==> src/rtl/s2mm_frame_pkg.sv <==
// Shared types and sizing helpers for the S2MM frame packer and its FIFO.
package s2mm_frame_pkg;

    typedef enum logic [1:0] {
        IDLE,
        RUN,
        DRAIN
    } state_t;

    localparam int DATA_W_DEF     = 32;
    localparam int FIFO_DEPTH_DEF = 16;

    localparam int KEEP_W = DATA_W_DEF / 8;
    localparam int PTR_W  = $clog2(FIFO_DEPTH_DEF);

    localparam logic [15:0] CNT_MAX = 16'hFFFF;

    // Parameterised forms of KEEP_W / PTR_W for instances that override the defaults.
    function automatic int keep_width(input int data_w);
        return data_w / 8;
    endfunction

    function automatic int ptr_width(input int depth);
        return $clog2(depth);
    endfunction

endpackage

==> src/rtl/sync_fifo_fwft.sv <==
// Single-clock first-word-fall-through FIFO; the head entry is always visible on rd_data.
module sync_fifo_fwft
    import s2mm_frame_pkg::*;
#(
    parameter int DATA_W = 32,
    parameter int DEPTH  = 16
) (
    input  logic                        clk,
    input  logic                        rst_n,
    input  logic                        wr_en,
    input  logic [DATA_W-1:0]           wr_data,
    input  logic                        rd_en,
    output logic [DATA_W-1:0]           rd_data,
    output logic                        full,
    output logic                        empty,
    output logic [ptr_width(DEPTH):0]   count
);

    localparam int PW = ptr_width(DEPTH);
    localparam logic [PW:0] DEPTH_C = (PW + 1)'(DEPTH);

    logic [DATA_W-1:0] mem_q [DEPTH];
    logic [PW:0]       wr_ptr_q, wr_ptr_d;
    logic [PW:0]       rd_ptr_q, rd_ptr_d;
    logic              do_wr;
    logic              do_rd;

    // Full/empty come from the registered pointers, so a write into a full FIFO is lost
    // even when a read frees a slot in the same cycle.
    always_comb begin
        count    = wr_ptr_q - rd_ptr_q;
        full     = (count == DEPTH_C);
        empty    = (count == '0);
        do_wr    = wr_en & ~full;
        do_rd    = rd_en & ~empty;
        wr_ptr_d = wr_ptr_q;
        rd_ptr_d = rd_ptr_q;
        if (do_wr) begin
            wr_ptr_d = wr_ptr_q + (PW + 1)'(1);
        end
        if (do_rd) begin
            rd_ptr_d = rd_ptr_q + (PW + 1)'(1);
        end
        rd_data = mem_q[rd_ptr_q[PW-1:0]];
    end

    always_ff @(posedge clk) begin
        if (!rst_n) begin
            wr_ptr_q <= '0;
            rd_ptr_q <= '0;
        end else begin
            wr_ptr_q <= wr_ptr_d;
            rd_ptr_q <= rd_ptr_d;
        end
    end

    always_ff @(posedge clk) begin
        if (do_wr) begin
            mem_q[wr_ptr_q[PW-1:0]] <= wr_data;
        end
    end

endmodule

==> src/rtl/s2mm_frame_packer.sv <==
// Captures an armed number of FRAME_LEN-beat frames from a sample stream into AXI4-Stream,
// buffering through a small FIFO and counting samples lost to overflow.
module s2mm_frame_packer
    import s2mm_frame_pkg::*;
#(
    parameter int DATA_W     = 32,
    parameter int FRAME_LEN  = 1024,
    parameter int FIFO_DEPTH = 16
) (
    input  logic                            clk,
    input  logic                            rst_n,
    input  logic [DATA_W-1:0]               in_data,
    input  logic                            in_valid,
    input  logic                            arm,
    input  logic [15:0]                     frames_req,
    output logic [DATA_W-1:0]               m_axis_tdata,
    output logic [keep_width(DATA_W)-1:0]   m_axis_tkeep,
    output logic                            m_axis_tlast,
    output logic                            m_axis_tvalid,
    input  logic                            m_axis_tready,
    output logic                            busy,
    output logic                            done,
    output logic [15:0]                     drop_cnt
);

    localparam int PW     = ptr_width(FIFO_DEPTH);
    localparam int BEAT_W = $clog2(FRAME_LEN);
    localparam logic [BEAT_W-1:0] LAST_BEAT   = BEAT_W'(FRAME_LEN - 1);
    localparam logic [31:0]       FRAME_LEN_C = 32'(FRAME_LEN);

    state_t             state_q, state_d;
    logic [15:0]        frames_q, frames_d;
    logic [31:0]        target_q, target_d;
    logic [31:0]        in_cnt_q, in_cnt_d;
    logic [BEAT_W-1:0]  out_beat_q, out_beat_d;
    logic [15:0]        frame_cnt_q, frame_cnt_d;
    logic [15:0]        drop_cnt_q, drop_cnt_d;
    logic               busy_q, busy_d;
    logic               done_q, done_d;

    logic               fifo_wr_en;
    logic [DATA_W-1:0]  fifo_rd_data;
    logic               fifo_full;
    logic               fifo_empty;
    logic [PW:0]        fifo_count;
    logic               hs;
    logic               last_beat;

    sync_fifo_fwft #(
        .DATA_W (DATA_W),
        .DEPTH  (FIFO_DEPTH)
    ) u_fifo (
        .clk     (clk),
        .rst_n   (rst_n),
        .wr_en   (fifo_wr_en),
        .wr_data (in_data),
        .rd_en   (m_axis_tready),
        .rd_data (fifo_rd_data),
        .full    (fifo_full),
        .empty   (fifo_empty),
        .count   (fifo_count)
    );

    always_comb begin
        state_d     = state_q;
        frames_d    = frames_q;
        target_d    = target_q;
        in_cnt_d    = in_cnt_q;
        out_beat_d  = out_beat_q;
        frame_cnt_d = frame_cnt_q;
        drop_cnt_d  = drop_cnt_q;
        done_d      = 1'b0;
        fifo_wr_en  = 1'b0;

        hs        = ~fifo_empty & m_axis_tready;
        last_beat = (out_beat_q == LAST_BEAT);

        if (hs) begin
            if (last_beat) begin
                out_beat_d  = '0;
                frame_cnt_d = frame_cnt_q + 16'd1;
            end else begin
                out_beat_d  = out_beat_q + BEAT_W'(1);
            end
        end

        case (state_q)
            IDLE: begin
                if (arm) begin
                    if (frames_req == 16'd0) begin
                        done_d = 1'b1;
                    end else begin
                        state_d     = RUN;
                        frames_d    = frames_req;
                        target_d    = 32'(frames_req) * FRAME_LEN_C;
                        in_cnt_d    = '0;
                        out_beat_d  = '0;
                        frame_cnt_d = '0;
                        drop_cnt_d  = '0;
                    end
                end
            end
            // Dropped samples do not advance in_cnt, so every frame stays full-length.
            RUN: begin
                if (in_valid) begin
                    if (!fifo_full) begin
                        fifo_wr_en = 1'b1;
                        in_cnt_d   = in_cnt_q + 32'd1;
                        if (in_cnt_d == target_q) begin
                            state_d = DRAIN;
                        end
                    end else if (drop_cnt_q != CNT_MAX) begin
                        drop_cnt_d = drop_cnt_q + 16'd1;
                    end
                end
            end
            DRAIN: begin
                if (hs && last_beat && (frame_cnt_q == frames_q - 16'd1)
                    && (fifo_count == (PW + 1)'(1))) begin
                    state_d = IDLE;
                    done_d  = 1'b1;
                end
            end
            default: begin
                state_d = IDLE;
            end
        endcase

        busy_d = (state_d != IDLE);
    end

    always_ff @(posedge clk) begin
        if (!rst_n) begin
            state_q     <= IDLE;
            frames_q    <= '0;
            target_q    <= '0;
            in_cnt_q    <= '0;
            out_beat_q  <= '0;
            frame_cnt_q <= '0;
            drop_cnt_q  <= '0;
            busy_q      <= 1'b0;
            done_q      <= 1'b0;
        end else begin
            state_q     <= state_d;
            frames_q    <= frames_d;
            target_q    <= target_d;
            in_cnt_q    <= in_cnt_d;
            out_beat_q  <= out_beat_d;
            frame_cnt_q <= frame_cnt_d;
            drop_cnt_q  <= drop_cnt_d;
            busy_q      <= busy_d;
            done_q      <= done_d;
        end
    end

    assign m_axis_tvalid = ~fifo_empty;
    assign m_axis_tdata  = fifo_empty ? '0 : fifo_rd_data;
    assign m_axis_tlast  = ~fifo_empty & last_beat;
    assign m_axis_tkeep  = '1;
    assign busy          = busy_q;
    assign done          = done_q;
    assign drop_cnt      = drop_cnt_q;

endmodule

==> config.mk <==
export PLATFORM = sky130hd
export DESIGN_NAME = s2mm_frame_packer
export DESIGN_NICKNAME = d
export VERILOG_FILES = /design/src/rtl/s2mm_frame_pkg.sv /design/src/rtl/sync_fifo_fwft.sv /design/src/rtl/s2mm_frame_packer.sv
export SDC_FILE = /design/constraint.sdc
export NUM_CORES = 1
export LEC_CHECK = 0
export ABC_AREA = 1
export ABC_CLOCK_PERIOD_IN_PS = 5960
export CAP_MARGIN = 5
export CORE_UTILIZATION = 55
export CTS_CLUSTER_SIZE = 8
export DETAILED_ROUTE_END_ITERATION = 8
export GPL_TIMING_DRIVEN = 0
export PLACE_DENSITY = 0.73
export SLEW_MARGIN = 20
export SYNTH_ARGS = -nofsm -noshare
export SYNTH_HDL_FRONTEND = slang
export SYNTH_SLANG_ARGS = --single-unit
==> constraint.sdc <==
create_clock -name clk -period 5.96 [get_ports clk]
set_input_delay 1.192 -clock clk [delete_from_list [all_inputs] [get_ports clk]]
set_output_delay 1.192 -clock clk [all_outputs]
set_load 0.1 [all_outputs]
==> impl_metrics.toml, run 1 <==
[worst_setup_path]
max_stage_delay_ns = 1.21
cp_max_fo = 10
r2r_start = "u_fifo.wr_ptr_q[0]"
required_ns = 4.77
critPathCaptureType = "output pin"
crit_type = "flip-flop to output pin"
path_delay_family = "buffers and inverters"
start_kind = "flip-flop"
cp_num_buf_inv = 5
cp_common_cell = "clkbuf_1"
critPathSlowestCell = "clkdlybuf4s50_1"
cp_cell_sequence = "clkbuf_1 > inv_2 > clkbuf_1 > clkdlybuf4s15_1 > a21oi_1 > o21ai_0 > nand3_1 > a311oi_1 > clkdlybuf4s50_1"
cp.arrival_ns = 4.75

[placed_design]
gp_congestion = 0.9118
dp.cells = 3218
placed_cell_area_mm2 = 0.02936
portBuffers = 104
hpwl_um = 53010

[drt]
wire_per_inst_um = 24.33
route.detailed.drc = 0
initialDrtViolationCount = 2607
ant_nets = 0
vias = 20780
drt_pass1_iterations = 8
via_per_inst = 6.229
routed_wl_um = 81170

[clocking]
cts_buffers = 87
clkLatencyLatePin_ns = 0.62
cts.sinks = 620
cts_setup_buffers = 0
cts_buffer_depth = 3
clock-root-buffer = "clkbuf_16"
cts_tree = "done"
cts.htree.levels = 3
clk_pin_slew_ns = 0.05

[grt]
grt_overflow = 0
grt_pass1_vias = 20570
antenna_found_initial = 5
grt_max_degree = 21
grt_pass1_wl_um = 120600
grt_usage_pct = 32.63

[finish]
fin_cells = 3336
final_util_pct = 66.20
syn_to_final_growth_pct = 18.18
design_area_mm2 = 0.03180
drive_gt1_share_pct = 8.637
nNetsFinal = 2760
diodes = 0

[synth]
netlist_instances = 2476
postSynth.asyncResetShare_pct = 0
synth_edf_count = 512
syn_area_mm2 = 0.02691
post_synth.cell_area_avg_um2 = 10.87
synth.top_cell.area_share_pct = 57.13
synth_cell_types = 58
synth-seq-cells = 620
synth-seq-area-share_pct = 65.17
yosysTopAreaCell = "edfxtp_1"
synth_area_leaders = "edfxtp_1, dfxtp_1, nand2_1"
synth-warning-count = 0
synthFlopType = "edfxtp_1"

[sta]
setup_tns_ns = 0
relSlewSlack_pct = 28.45
period_share_pct = 99.66
slew_viol_final = 0
tightest_slew_ns = 1.070
max_freq_mhz = 168.4
setup_viol = 0
rsz0062_at_grt = "false"
finalClockSkew_ns = 0.01442
hold_viol = 0
min_period_ns = 5.940

[flow_run]
max_cap_violations = 0

[power_and_ir_drop]
irDropWorstVdd_mv = 0.2104
p_per_area_mw_per_mm2 = 368.6
leakagePower_nw = 11.25

[worst_hold_path]
hp-class = "flip-flop to flip-flop"
hold_start = "out_beat_q[9]"

[status]
status = "finished, final reports clean"

[floorplanning]
die_w_um = 223.2
rows = 80
initial_core_util_pct = 56.01
dieArea_mm2 = 0.04982
die_y_um = 223.2
core-area_mm2 = 0.04805
ios = 109
[synthesized netlist by cell type, drive strengths merged (11+ instances only)]
cell type / count
a21oi: 248
a221oi: 35
a22o: 11
a311oi: 12
a31oi: 37
buf: 59
clkbuf: 67
dfxtp: 108
edfxtp: 512
ha: 14
inv: 180
mux2: 15
mux2i: 49
nand2: 542
nand3: 167
nand4: 19
nor2: 152
nor3: 16
o21ai: 140
o31a: 11
xnor2: 15
xor2: 21
[cells in the final DEF, fill, tap and decap left out, types with 89 or more instances in the layout]
cell type        Yosys  routed
a21oi_1            248     248
clkdlybuf4s50_1      0      98
nand2_1            528     528
nand3_1            165     165
clkbuf_1            67      89
o21ai_0            135     135
clkbuf_16            0      89
edfxtp_1           512     512
inv_1              174     174
dfxtp_1            108     108
nor2_1             133     117
[sequential cells by signal, indices dropped and copies added (netlist names), named ones only]
signal,cells
busy,1
done,1
drop_cnt,16
frame_cnt_q,16
in_cnt_q,32
out_beat_q,10
state_q,2
target_q,16
u_fifo.mem_q,512
u_fifo.rd_ptr_q,5
u_fifo.wr_ptr_q,5
[power by group]
| group | leakage, nW | switching (W) | internal (W) |
|---|---|---|---|
| sequential | 5.48 | 0.0000437 | 0.00475 |
| clock | 1.17 | 0.00179 | 0.00270 |
| combinational | 4.59 | 0.00184 | 0.000604 |
| total | 11.2 | 0.00367 | 0.00805 |
[routing by layer]
metal / global-route usage (%) / vias up / wire length, µm
met4: 15.82 / 6 / 3957
li1: - / 9174 / -
met5: 0 / - / 34
met2: 55.26 / 1352 / 39430
met3: 6.888 / 270 / 8599
met1: 39.85 / 9979 / 29150
[per-stage QoR]
stage	power, W	hold WS [ns]	setup slack [ns]
after floorplan	0.006474	0.4410	0.6899
after global placement	0.007208	0.4481	0.2215
after detailed placement	0.007257	0.4533	0.6650
after CTS	0.01169	0.4649	0.06017
after global routing	0.01200	0.4921	0.01378
final	0.01172	0.4624	0.02039
[cell type report]
cell class	instances	area (µm²)
multi-input cells	1551	8283
clock buffers	113	2337
repair buffers	124	1562
flip-flops and latches	620	17540
inverters	182	683.2
fillers	3509	16240
clock inverters	5	87.58
well taps	615	769.5
plain buffers	126	545.5
[path summary, 6_finish.rpt]
check | endpoint | slack [ns] | cells past startpoint
worst max register to register | u_fifo.mem_q[4][13] | 2.33 | 13
worst max-delay path | m_axis_tdata[24] | 0.02 | 9
worst min register to register | out_beat_q[9] | 0.46 | 1
worst min-delay path | out_beat_q[9] | 0.46 | 1
[repair_timing]
action,CTS,global route
endpoints found under the setup margin,0,6
hold buffers,0,0
resized for setup,0,7
[cell families after synthesis]
family	share of synthesized area, %
compound gates	10.93
xor+xnor	1.423
fa+ha+maj	0.7253
buf+inv	4.543
flops	65.17
mux	2.450
other cells	0.01393
simple gates	14.75
No activity file was read; power rests on OpenSTA's default activity.
==> inputs of run 2 (changes only) <==
- SETUP_SLACK_MARGIN: unset -> 0.05
- SYNTH_HIERARCHICAL: unset -> 1
==> run 2 against run 1 <==
Compared with the run above:
- sequential share of layout area decreased by 0.55 points
- area after synthesis increased by 0.62%
- highest routed layer is now met4
- register-to-register slack got worse by 2.1 ns
- critical path type unchanged
==> impl_metrics.toml, run 2 <==
[status]
status = "finished, final reports clean"

[sta]
rsz0062_at_grt = "false"
slew_viol_final = 0
relSlewSlack_pct = 24.39
tightest_slew_ns = 1.134
hold_viol = 0
max_freq_mhz = 174.3
setup_viol = 0
min_period_ns = 5.738
period_share_pct = 96.28
fin_hold_ws_ns = 0.4934
finalClockSkew_ns = 0.01772

[clocking]
cts.sinks = 620
cts_buffers = 87
clkLatencyLatePin_ns = 0.63
clk_pin_slew_ns = 0.06
clock-root-buffer = "clkbuf_16"
cts_buffer_depth = 3
cts_tree = "done"
cts.htree.levels = 3

[synth]
synth-adder-area-share_pct = 0.7208
yosys.cell_count.top_type = "nor2_1"
synth-warning-count = 6
synthTopCellsByCount = "nor2_1, edfxtp_1, nand2_1"
yosysTopAreaCell = "edfxtp_1"
synth-xor-area-share_pct = 1.668
yosys.area_share.simple_pct = 17.27
synth_top_family_by_area = "simple AND/OR/NAND/NOR gates"
syn_area_mm2 = 0.02708
post_synth.cell_area_avg_um2 = 10.30
synth.top_cell.area_share_pct = 56.78
synth-seq-cells = 620
postSynth.asyncResetShare_pct = 0
synth_edf_count = 512
synth-seq-area-share_pct = 64.76
synth_area_leaders = "edfxtp_1, dfxtp_1, nor2_1"
synth_cell_types = 46
synth-compound-area-share_pct = 11.15
synth_mux_area_share_pct = 0
netlist_instances = 2629
synthFlopType = "edfxtp_1"

[floorplanning]
die_y_um = 223.9
core-area_mm2 = 0.04815
rows = 80
die_w_um = 223.9
initial_core_util_pct = 56.24
ios = 109
dieArea_mm2 = 0.05012

[drt]
drt_pass1_iterations = 6
initialDrtViolationCount = 3119
vias = 21720
ant_nets = 0
via_per_inst = 6.133
route.detailed.drc = 0
wire_per_inst_um = 23.51
routed_wl_um = 83270

[flow_run]
max_cap_violations = 0

[finish]
diodes = 0
largest_reg_flops = 512
multi_input_area_mm2 = 0.008477
syn_to_final_growth_pct = 18.63
n_fill_cell = 3571
final_util_pct = 66.72
nNetsFinal = 2921
fin_cells = 3542
regArea_mm2 = 0.01754
drive_gt1_share_pct = 8.212
design_area_mm2 = 0.03212
final_cell_mix = "nor2_1, edfxtp_1, nand2_1"
final_common_cell = "nor2_1"

[worst_setup_path]
cp_max_fo = 10
crit_type = "flip-flop to output pin"
critPathCaptureType = "output pin"
start_kind = "flip-flop"
required_ns = 4.77
cp.arrival_ns = 4.55

[placed_design]
hpwl_um = 56260
dp.cells = 3416
placed_cell_area_mm2 = 0.02969
portBuffers = 104
gp_congestion = 0.9198

[grt]
antenna_found_initial = 1
grt_pass1_vias = 20630
grt_overflow = 0
grt_usage_pct = 33.31
grt_pass1_wl_um = 123300
grt_max_degree = 20

[worst_hold_path]
hp-class = "flip-flop to flip-flop"

[power_and_ir_drop]
p_per_area_mw_per_mm2 = 360.7
leakagePower_nw = 11.07
irDropWorstVdd_mv = 0.3255
[run 2: metrics by stage]
stage	worst slack, ns	total power (W)	TNS, ns
after floorplan	1.217	0.006431	0
after global placement	-1.729	0.007155	-767.70
after detailed placement	0.04396	0.007208	0
after CTS	0.06792	0.01157	0
after global routing	0.05490	0.01191	0
final	0.2220	0.01159	0
[run 2: path summary, 6_finish.rpt]
check	startpoint	end	slack [ns]	cells after the start
max reg2reg	u_fifo/wr_ptr_q[0]	u_fifo/mem_q[14][16]	0.27	22
min reg2reg	in_cnt_q[31]	in_cnt_q[31]	0.49	2
max	u_fifo/wr_ptr_q[0]	m_axis_tdata[9]	0.22	14
min	in_cnt_q[31]	in_cnt_q[31]	0.49	2
[run 2: logic make-up (layout without fill, tap and decap cells)]
logic type | Yosys count | count (layout)
adder cells (fa/ha/maj) | 15 | 15
AND/OR/NAND/NOR | 1117 | 1117
XOR/XNOR | 50 | 50
buffers and inverters | 291 | 545
AO/OA/AOI/OAI | 535 | 535
other | 1 | 4
flip-flops | 620 | 620
[run 2: layer usage]
layer  GRT usage, %  vias to the layer above  share of wire (%)
met3          6.401                      261                 12
met1          45.81                    10410                 38
met5              0                        -                  0
met4          14.49                        0                4.4
li1               -                     9561                  -
met2          51.84                     1492                 45
[run 2: report_power, final]
group          internal, W  total, W  leakage (nW)  switching, W
Sequential         0.00475   0.00479          5.48     0.0000410
Clock              0.00269   0.00445          1.17       0.00176
Combinational     0.000518   0.00235          4.42       0.00184
[run 2: area by class of cell]
type / instances / share of cell area [%]
Clock inverter: 6 / 0.2649
Clock buffer: 116 / 7.249
Timing Repair Buffer: 133 / 5.231
Inverter: 157 / 1.835
Tap cell: 656 / 2.555
Multi-Input combinational cell: 1721 / 26.39
Buffer: 133 / 1.881
Sequential cell: 620 / 54.59
[run 2: critical path, cell delays in order (launching register included)]
cell and delay, ns:
dfxtp_1 0.35, inv_1 0.14, ha_1 0.16, clkinv_1 0.09, fa_1 0.41, nand3_1 0.14, nand2_1 0.09, nand2_1 0.08
nand2_1 0.06, nand3_1 0.09, buf_2 0.21, inv_1 0.43, clkbuf_2 0.43, nor2_1 0.33, dlygate4sd2_1 0.90
[run 2: what timing repair did]
action                                  in CTS  in global routing
hold buffers                                 0                  0
buffers inserted                             0                  5
pin swaps                                    0                  3
gates resized for setup                     30                  1
endpoints found under the setup margin      32                 41
